--- config.mk ---
export PLATFORM = sky130hd
export DESIGN_NAME = es_responder
export DESIGN_NICKNAME = d
export VERILOG_FILES = /design/src/rtl/es_pkg.sv /design/src/rtl/es_responder_bin2bcd_seq.sv /design/src/rtl/es_responder.sv
export SDC_FILE = /design/constraint.sdc
export NUM_CORES = 1
export LEC_CHECK = 0
export CAP_MARGIN = 25
export CORE_AREA = 2 2 84 107
export CTS_CLUSTER_SIZE = 25
export DETAILED_ROUTE_END_ITERATION = 10
export DIE_AREA = 0 0 86 109
export HOLD_SLACK_MARGIN = 0.03
export PLACE_DENSITY = 0.82
export SETUP_SLACK_MARGIN = 0.5
export SLEW_MARGIN = 20
export SYNTH_ARGS = -nofsm -noshare
export SYNTH_HDL_FRONTEND = slang
export SYNTH_SLANG_ARGS = --single-unit
--- constraint.sdc ---
create_clock -name clock -period 2.2 [get_ports clock]
set_input_delay 0.22 -clock clock [delete_from_list [all_inputs] [get_ports clock]]
set_output_delay 0.22 -clock clock [all_outputs]
set_load 0.03 [all_outputs]
--- src/rtl/es_pkg.sv ---
// Shared types and constants for the es_responder IN/OUT device responder.
package es_pkg;

    typedef enum logic [1:0] {
        OCIOSO,
        ESPERA_DIGITO,
        CONVERTE,
        CONCLUI
    } state_t;

    localparam logic [3:0] KEY_ENTER      = 4'hF;
    localparam int         MAX_DEC        = 999;
    localparam logic [3:0] BCD_ADJ_THRESH = 4'd5;

    // Double-dabble correction applied to one BCD nibble before each shift.
    function automatic logic [3:0] bcd_adj(input logic [3:0] n);
        return (n >= BCD_ADJ_THRESH) ? n + 4'd3 : n;
    endfunction

endpackage

--- src/rtl/es_responder_bin2bcd_seq.sv ---
// Sequential binary-to-BCD converter (double dabble), one bit per cycle, three BCD digits.
module bin2bcd_seq
    import es_pkg::*;
#(
    parameter int BIN_W = 10
) (
    input  logic             clk_i,
    input  logic             rst_ni,
    input  logic             start_i,
    input  logic [BIN_W-1:0] bin_i,
    output logic             done_o,
    output logic [3:0]       uni_o,
    output logic [3:0]       dez_o,
    output logic [3:0]       cen_o
);
    localparam int CW = $clog2(BIN_W + 1);

    logic [BIN_W-1:0] sh_q, sh_d;
    logic [11:0]      bcd_q, bcd_d, adj;
    logic [CW-1:0]    cnt_q, cnt_d;

    always_comb begin
        adj   = {bcd_adj(bcd_q[11:8]), bcd_adj(bcd_q[7:4]), bcd_adj(bcd_q[3:0])};
        sh_d  = sh_q;
        bcd_d = bcd_q;
        cnt_d = cnt_q;
        if (start_i) begin
            sh_d  = bin_i;
            bcd_d = '0;
            cnt_d = CW'(BIN_W);
        end else if (cnt_q != '0) begin
            {bcd_d, sh_d} = {adj[10:0], sh_q, 1'b0};
            cnt_d         = cnt_q - 1'b1;
        end
    end

    // done_o flags the edge that performs the last iteration; digits are the
    // post-edge value so the caller can capture them on that same edge.
    assign done_o = (cnt_q == CW'(1));
    assign uni_o  = bcd_d[3:0];
    assign dez_o  = bcd_d[7:4];
    assign cen_o  = bcd_d[11:8];

    always_ff @(posedge clk_i or negedge rst_ni) begin
        if (!rst_ni) begin
            sh_q  <= '0;
            bcd_q <= '0;
            cnt_q <= '0;
        end else begin
            sh_q  <= sh_d;
            bcd_q <= bcd_d;
            cnt_q <= cnt_d;
        end
    end

endmodule

--- src/rtl/es_responder.sv ---
// Device-side responder for CPU IN/OUT: decimal digit entry from switches, BCD display of OUT values.
// Optional macro ECO_DISPLAY_EN: echo entered digits on the display while waiting for input.
module es_responder
    import es_pkg::*;
#(
    parameter int DATA_W = 32,
    parameter int BIN_W  = 10,
    parameter int DIGITS = 3
) (
    input  logic              clock,
    input  logic              reset,
    input  logic              req_in,
    input  logic              req_out,
    input  logic [DATA_W-1:0] dado_out,
    input  logic              botao,
    input  logic [3:0]        chaves,
    output logic [DATA_W-1:0] dado_in,
    output logic              pronto,
    output logic              ocupado,
    output logic [3:0]        unidade,
    output logic [3:0]        dezena,
    output logic [3:0]        centena,
    output logic              erro
);
    localparam int CNT_W = $clog2(DIGITS + 1);

    state_t            st_q, st_d;
    logic              botao_q, press, over_max;
    logic [BIN_W-1:0]  acc_q, acc_d, acc_nxt, conv_bin;
    logic [CNT_W-1:0]  cnt_q, cnt_d;
    logic [DATA_W-1:0] din_q, din_d;
    logic              erro_q, erro_d;
    logic [3:0]        uni_q, uni_d, dez_q, dez_d, cen_q, cen_d;
    logic              conv_start, conv_done;
    logic [3:0]        conv_uni, conv_dez, conv_cen;

    assign press    = botao & ~botao_q;
    assign over_max = (dado_out > DATA_W'(MAX_DEC));
    assign conv_bin = over_max ? BIN_W'(MAX_DEC) : dado_out[BIN_W-1:0];
    assign acc_nxt  = (acc_q << 3) + (acc_q << 1) + BIN_W'(chaves);

    bin2bcd_seq #(.BIN_W(BIN_W)) u_conv (
        .clk_i  (clock),
        .rst_ni (reset),
        .start_i(conv_start),
        .bin_i  (conv_bin),
        .done_o (conv_done),
        .uni_o  (conv_uni),
        .dez_o  (conv_dez),
        .cen_o  (conv_cen)
    );

    always_comb begin
        st_d       = st_q;
        acc_d      = acc_q;
        cnt_d      = cnt_q;
        din_d      = din_q;
        erro_d     = erro_q;
        uni_d      = uni_q;
        dez_d      = dez_q;
        cen_d      = cen_q;
        conv_start = 1'b0;
        case (st_q)
            OCIOSO: begin
                // OUT wins a same-cycle collision; the dropped IN is flagged.
                if (req_out) begin
                    conv_start = 1'b1;
                    erro_d     = req_in | over_max;
                    st_d       = CONVERTE;
                end else if (req_in) begin
                    acc_d  = '0;
                    cnt_d  = '0;
                    erro_d = 1'b0;
                    st_d   = ESPERA_DIGITO;
`ifdef ECO_DISPLAY_EN
                    uni_d = '0;
                    dez_d = '0;
                    cen_d = '0;
`endif
                end
            end
            ESPERA_DIGITO: begin
                if (press) begin
                    if (chaves <= 4'd9) begin
                        acc_d = acc_nxt;
                        cnt_d = cnt_q + 1'b1;
`ifdef ECO_DISPLAY_EN
                        cen_d = dez_q;
                        dez_d = uni_q;
                        uni_d = chaves;
`endif
                        if (cnt_q + 1'b1 == CNT_W'(DIGITS)) begin
                            din_d = DATA_W'(acc_nxt);
                            st_d  = CONCLUI;
                        end
                    end else if (chaves == KEY_ENTER) begin
                        if (cnt_q != '0) begin
                            din_d = DATA_W'(acc_q);
                            st_d  = CONCLUI;
                        end
                    end else begin
                        erro_d = 1'b1;
                    end
                end
            end
            CONVERTE: begin
                if (conv_done) begin
                    uni_d = conv_uni;
                    dez_d = conv_dez;
                    cen_d = conv_cen;
                    st_d  = CONCLUI;
                end
            end
            CONCLUI: st_d = OCIOSO;
            default: st_d = OCIOSO;
        endcase
    end

    always_ff @(posedge clock or negedge reset) begin
        if (!reset) begin
            st_q    <= OCIOSO;
            botao_q <= 1'b0;
            acc_q   <= '0;
            cnt_q   <= '0;
            din_q   <= '0;
            erro_q  <= 1'b0;
            uni_q   <= '0;
            dez_q   <= '0;
            cen_q   <= '0;
        end else begin
            st_q    <= st_d;
            botao_q <= botao;
            acc_q   <= acc_d;
            cnt_q   <= cnt_d;
            din_q   <= din_d;
            erro_q  <= erro_d;
            uni_q   <= uni_d;
            dez_q   <= dez_d;
            cen_q   <= cen_d;
        end
    end

    assign dado_in = din_q;
    assign pronto  = (st_q == CONCLUI);
    assign ocupado = (st_q != OCIOSO);
    assign unidade = uni_q;
    assign dezena  = dez_q;
    assign centena = cen_q;
    assign erro    = erro_q;

endmodule

Word level (Yosys, flattened, before mapping)
Cells that the tools add are included.
- register bits after elaboration: 86
- output and inout port bits: 47
- logic and storage cells: 99
- $add $sub $neg: 7
- $lt $le $gt $ge: 5
- eq/ne operators: 18
- mux-type cells: 41
- bitwise logic cells: 3
- reduce and logical (&&, ||, !) cells: 13
- operators with widths (kind ; number):
    $mux W32 ; 4
    $mux W10 ; 7
    $gt A32 B10 Y1 const B ; 1
    $mux W12 ; 2
    $mux W2 ; 12
    $pmux W10 S2 ; 1
    $mux W4 ; 4
    $reduce_and A5 Y1 ; 3
    $ne A2 B2 Y1 const B ; 7
    $ge A4 B3 Y1 const B ; 3
    $ne A3 B3 Y1 const B ; 4
    $reduce_bool A2 Y1 ; 6
    $add A10 B10 Y10 ; 1
    $add A10 B4 Y10 ; 1
    $add A4 B2 Y4 const B ; 2
    $pmux W2 S4 ; 1
    $mux W1 ; 7
    $eq A2 B2 Y1 const B ; 3
    $reduce_and A6 Y1 ; 1
    $eq A4 B1 Y1 const B ; 1
    $eq A4 B4 Y1 const B ; 1
    $le A4 B4 Y1 const B ; 1
    $pmux W2 S2 ; 1
    $reduce_bool A4 Y1 ; 1
    12 further kinds ; 12

Longest topological paths before layout
- word-level depth: 6
- gate-level depth with buffers: 9
- depth with buffers taken out: 9

Hierarchy
From an unflattened synthesis, not the netlist that was laid out.
- cell total of the unflattened synthesis: 415
- area total of the unflattened synthesis: 3986.3 µm²
- modules (own cells, without submodules) (module ; instances ; cells an instance ; area each (µm²) ; seq. area each (µm²)):
    es_responder ; 1 ; 258 ; 2472.4 ; 950.9
    bin2bcd_seq ; 1 ; 157 ; 1514.0 ; 650.6

Worst setup path after synthesis
No wires, ideal clock.
- path type: reg2reg
- from: register acc_q[0]
- to: register din_q[8], in the netlist dado_in[8]
- arrival: 2259 ps
- data required time: 2081 ps
- setup slack: -178 ps
- cell stages (with the launch flop): 10
- clock period less this slack: 2378 ps
- cells stage by stage: dfrtp_1 inv_1 fa_1 inv_1 fa_1 a211o_1 nand4b_1 nor3b_1 o211ai_1 o21a_1
- longest elaborated chain between the ends: 4
- RTL lines (item ; line ; source):
    start, declared ; es_responder.sv:29 ; logic [BIN_W-1:0] acc_q, acc_d, acc_nxt, conv_bin;
    start signal, assigned ; es_responder.sv:123 ; acc_q <= '0;
    start signal, assigned ; es_responder.sv:133 ; acc_q <= acc_d;
    $add A10 B10 Y10 ; es_responder.sv:40 ; assign acc_nxt = (acc_q << 3) + (acc_q << 1) + BIN_W'(chaves);
    $add A10 B4 Y10 ; es_responder.sv:40 ;
    $mux W32 ; es_responder.sv:92 ; if (cnt_q + 1'b1 == CNT_W'(DIGITS)) begin
    $mux W32 ; es_responder.sv:84 ; if (chaves <= 4'd9) begin
    end signal, assigned ; es_responder.sv:135 ; din_q <= din_d;
    end, declared ; es_responder.sv:31 ; logic [DATA_W-1:0] din_q, din_d;
No other way between the ends. The select of a mux whose other input is x is not followed.
A chain may end at the register's enable or synchronous reset.

Worst setup path in the final report
- from: register acc_q[0]
- to: register din_q[4], in the netlist dado_in[4]
The elaborated chain is that of the path after synthesis.

==> impl_metrics.ini <==
[run_status]
status = finished, violations left
violations = design-rule violations, negative setup slack

[logic_synthesis]
synth_top_cells_by_area = dfrtp_1, ha_1, nand2_1
compound_gate_fraction_of_synth_area = 0.154
synth_edf_count = 0
synthesis.instances = 403
syn-cell-area_mm2 = 0.00377
sequential_area_share_after_synthesis = 0.425
post-synth-top-count-cell = dfrtp_1
synthDistinctLibCells = 45
synth_simple_gate_area_share = 0.155
synth_top_family_by_area = simple AND/OR/NAND/NOR gates
xor_xnor_portion_of_the_synthesized_cell_area = 0.0279
yosys_most_used_dff = dfrtp_1
yosys_warnings = 0
synthDominantAreaCellType = dfrtp_1
netlist_top_cells_count = dfrtp_1, nand2_1, nor2_1, o21ai_0, ha_1
synth-async-reset-ratio = 1.00
syn-mean-instance-area_um2 = 9.35
portion_of_netlist_area_occupied_by_mux_cells = 0.0531
synth_fa_ha_area_frac = 0.107
post-synth-top-area-fraction = 0.425
synth.ff_latch_count = 64

[setup_path]
critPathArrivalTime_ns = 2.61
worst_setup_path_startpoint = acc_q[0]$_DFFE_PN0P_
timing.critical_path.mode_cell = buf_4
timing.critical_path.slowest_cell_delay_ns = 0.51
critPathCapture = dado_in[4]$_DFFE_PN0P_
rr_startpoint = acc_q[0]$_DFFE_PN0P_
critPathKind = reg -> reg
crit_chain = inv_2 > fa_1 > inv_2 > fa_2 > buf_4 > buf_4 > buf_6 > buf_4 > xor2_2 > nor2_1 > o41ai_2
regToRegSetupSlack_ns = -0.16
critical_path_maximum_fanout = 3
reg2regPathDepth = 11
critical_path_depth = 11
worst_path_max_delay_cell = fa_1
critical_path.top_delay_family = adder cells
regToRegEndpoint = dado_in[4]$_DFFE_PN0P_
worst_ep_required_time_ns = 2.45
worst_setup_path_end_kind = register
cp_num_buf_inv = 6
critical_path.startpoint_type = register

[global_route]
gr-total-overflow = 0
first_pass_grt_wire_length_um = 15900
grt_pass1_vias = 3338
antenna_found_initial = 0
track_usage = 0.220
grt_start_max_net_pins = 42

[detailed_routing]
via_per_instance_ratio = 5.46
drt-wirelength-per-cell_um = 16.3
drc_violations = 1
num_vias = 3370
route.antenna.remaining_nets = 0
dr.first_iter.drc_count = 145
finalWirelength_um = 10100
detailed_routing_iterations_pass_1 = 9

[placement]
dp_hpwl_um = 7070
dpl-instance-area_mm2 = 0.00470
gp_routability_congestion = 0.938
place_ws_ns = -0.523
place.port_buffers = 65

[final_layout]
insertedDiodeCount = 0
post_route_cells_drive_above_1_share = 0.261
fin_area_mm2 = 0.00536
final.fill_count = 647
areaGrowthSynthToFinish_pct = 42.3
finish.net_count = 584

[sta]
timing.hold.ws_ns = 0.397
worst_rel_slew_slack = 0.599
rsz_0062_raised_after_global_routing = true
timing_max_transition_violations_final = 0
worst_pin_slew_ns = 0.601
fin_crit_sh = 1.07
final-hold-violation-count = 0
timing.fmax_ghz = 0.424
setup_slack_ns = -0.160
setup_viol = 5
finalWorstPathRequiredPeriod_ns = 2.36
worst_clock_skew_ns = 0.0116

[pwr]
total_leakage_power_nw = 2.47
ir_worst_vdd_v = 0.000645
fin_total_pwr_mw = 7.20
power_per_cell_area_mw_per_mm2 = 1340

[clock_tree]
clock_latency_ns = 0.36
cts.sinks = 64
cts.reportedPaths.clkPinSlew_ns = 0.08
clock_tree.buffer_depth = 2
tritoncts = done
cts_made_buffers = 9
cts.htree.levels = 3
cts_root_buffer = clkbuf_8

[die]
boundaryPins = 88
floorplan.die.width_um = 86
initial_utilization = 0.448
fp.dieArea_mm2 = 0.00937
floorplan.die.height_um = 109
rows = 38
core_area_mm2 = 0.00842

[hold_path]
min_path_type = in -> async

[job]
max_cap_viol_count = 0
==> flip-flops by register name (all words and copies together) (netlist names), 2 cells and up <==
signal,cells
st_q,2
u_conv.cnt_q,4
unidade,4
dezena,4
u_conv.sh_q,10
cnt_q,2
u_conv.bcd_q,12
dado_in,10
acc_q,10
centena,4
==> per-layer routing <==
layer  wire length, µm  up-vias  GRT usage  part of all wire
li1                  -     1589          -                 -
met1              4100     1683      0.257              0.41
met2              5450       81      0.384              0.54
met3               318       17     0.0469             0.032
met4               208        0     0.0998             0.021
met5                 0        -          0                 0
==> cell usage in the layout (no fill, tap or decap), drive strengths merged, types with 2 or more instances in the layout <==
cell and count:
clkbuf 10, a32oi 8, and2 2, o41ai 2, xnor2 9, nor4 5, a21o 5, a211o 2
nand4 3, conb 22, ha 29, dfrtp 64, xor2 3, nand2 60, nor3b 3, a31oi 7
dlygate4sd2 3, inv 21, a22o 3, fa 2, mux2i 11, clkinv 4, a211oi 6, bufinv 2
mux2 8, o21ai 33, nand2b 7, buf 46, a21oi 14, o21a 3, o211ai 4, nor2 32
nand3 9, nor3 4, clkdlybuf4s50 58
==> worst register-to-register path, stage by stage (launching register included) <==
cell and delay, ns:
dfrtp_1 0.37, inv_2 0.05, fa_1 0.51, inv_2 0.04, fa_2 0.36, buf_4 0.15, buf_4 0.12, buf_6 0.10
buf_4 0.13, xor2_2 0.14, nor2_1 0.07, o41ai_2 0.21
==> worst min path at each step <==
stage	from	to	slack, ns	cells after the start
after floorplan	reset	acc_q[0]$_DFFE_PN0P_	-0.08	0
after global placement	reset	u_conv.bcd_q[4]$_DFF_PN0_	0.24	1
after detailed placement	reset	u_conv.bcd_q[4]$_DFF_PN0_	0.25	1
after CTS	botao	botao_q$_DFF_PN0_	0.38	1
after global routing	botao	botao_q$_DFF_PN0_	0.37	1
final	reset	u_conv.bcd_q[9]$_DFF_PN0_	0.40	2
==> power by group <==
group / switching (mW) / internal (mW) / leakage [nW]
clock: 0.491 / 0.634 / 0.110
combinational: 2.16 / 1.86 / 1.57
sequential: 0.388 / 1.66 / 0.789
==> per-stage QoR <==
step,utilization,std cells,setup TNS (ns)
after floorplan,-,424,-0.0503
after global placement,0.559,584,-4.02
after detailed placement,0.559,584,-4.60
after CTS,0.609,608,-0.189
after global routing,0.637,617,-0.966
final,0.637,617,-0.356
==> logic make-up after synthesis <==
family | after synthesis
xor+xnor | 12
compound gates | 90
simple gates | 131
flops | 64
mux | 19
other cells | 1
fa+ha+maj | 31
buf+inv | 55
==> final cells by class <==
type	count	area [µm²]	share of cell area
timing repair buffer	110	1030	0.193
tap	100	125	0.0233
clock inverter	6	83.8	0.0156
clock buffer	10	128	0.0238
inverter	21	78.8	0.0147
sequential	64	1600	0.299
multi-input combinational	306	2310	0.431
==> repair_timing <==
action,4_1_cts,5_1_grt
pin swaps,15,20
endpoints found under the hold margin,23,0
cloned,0,1
endpoints found under the setup margin,43,46
hold buffers,1,0
buffers inserted,7,8
resized for setup,48,47
Power figures use the tool's default switching activity.
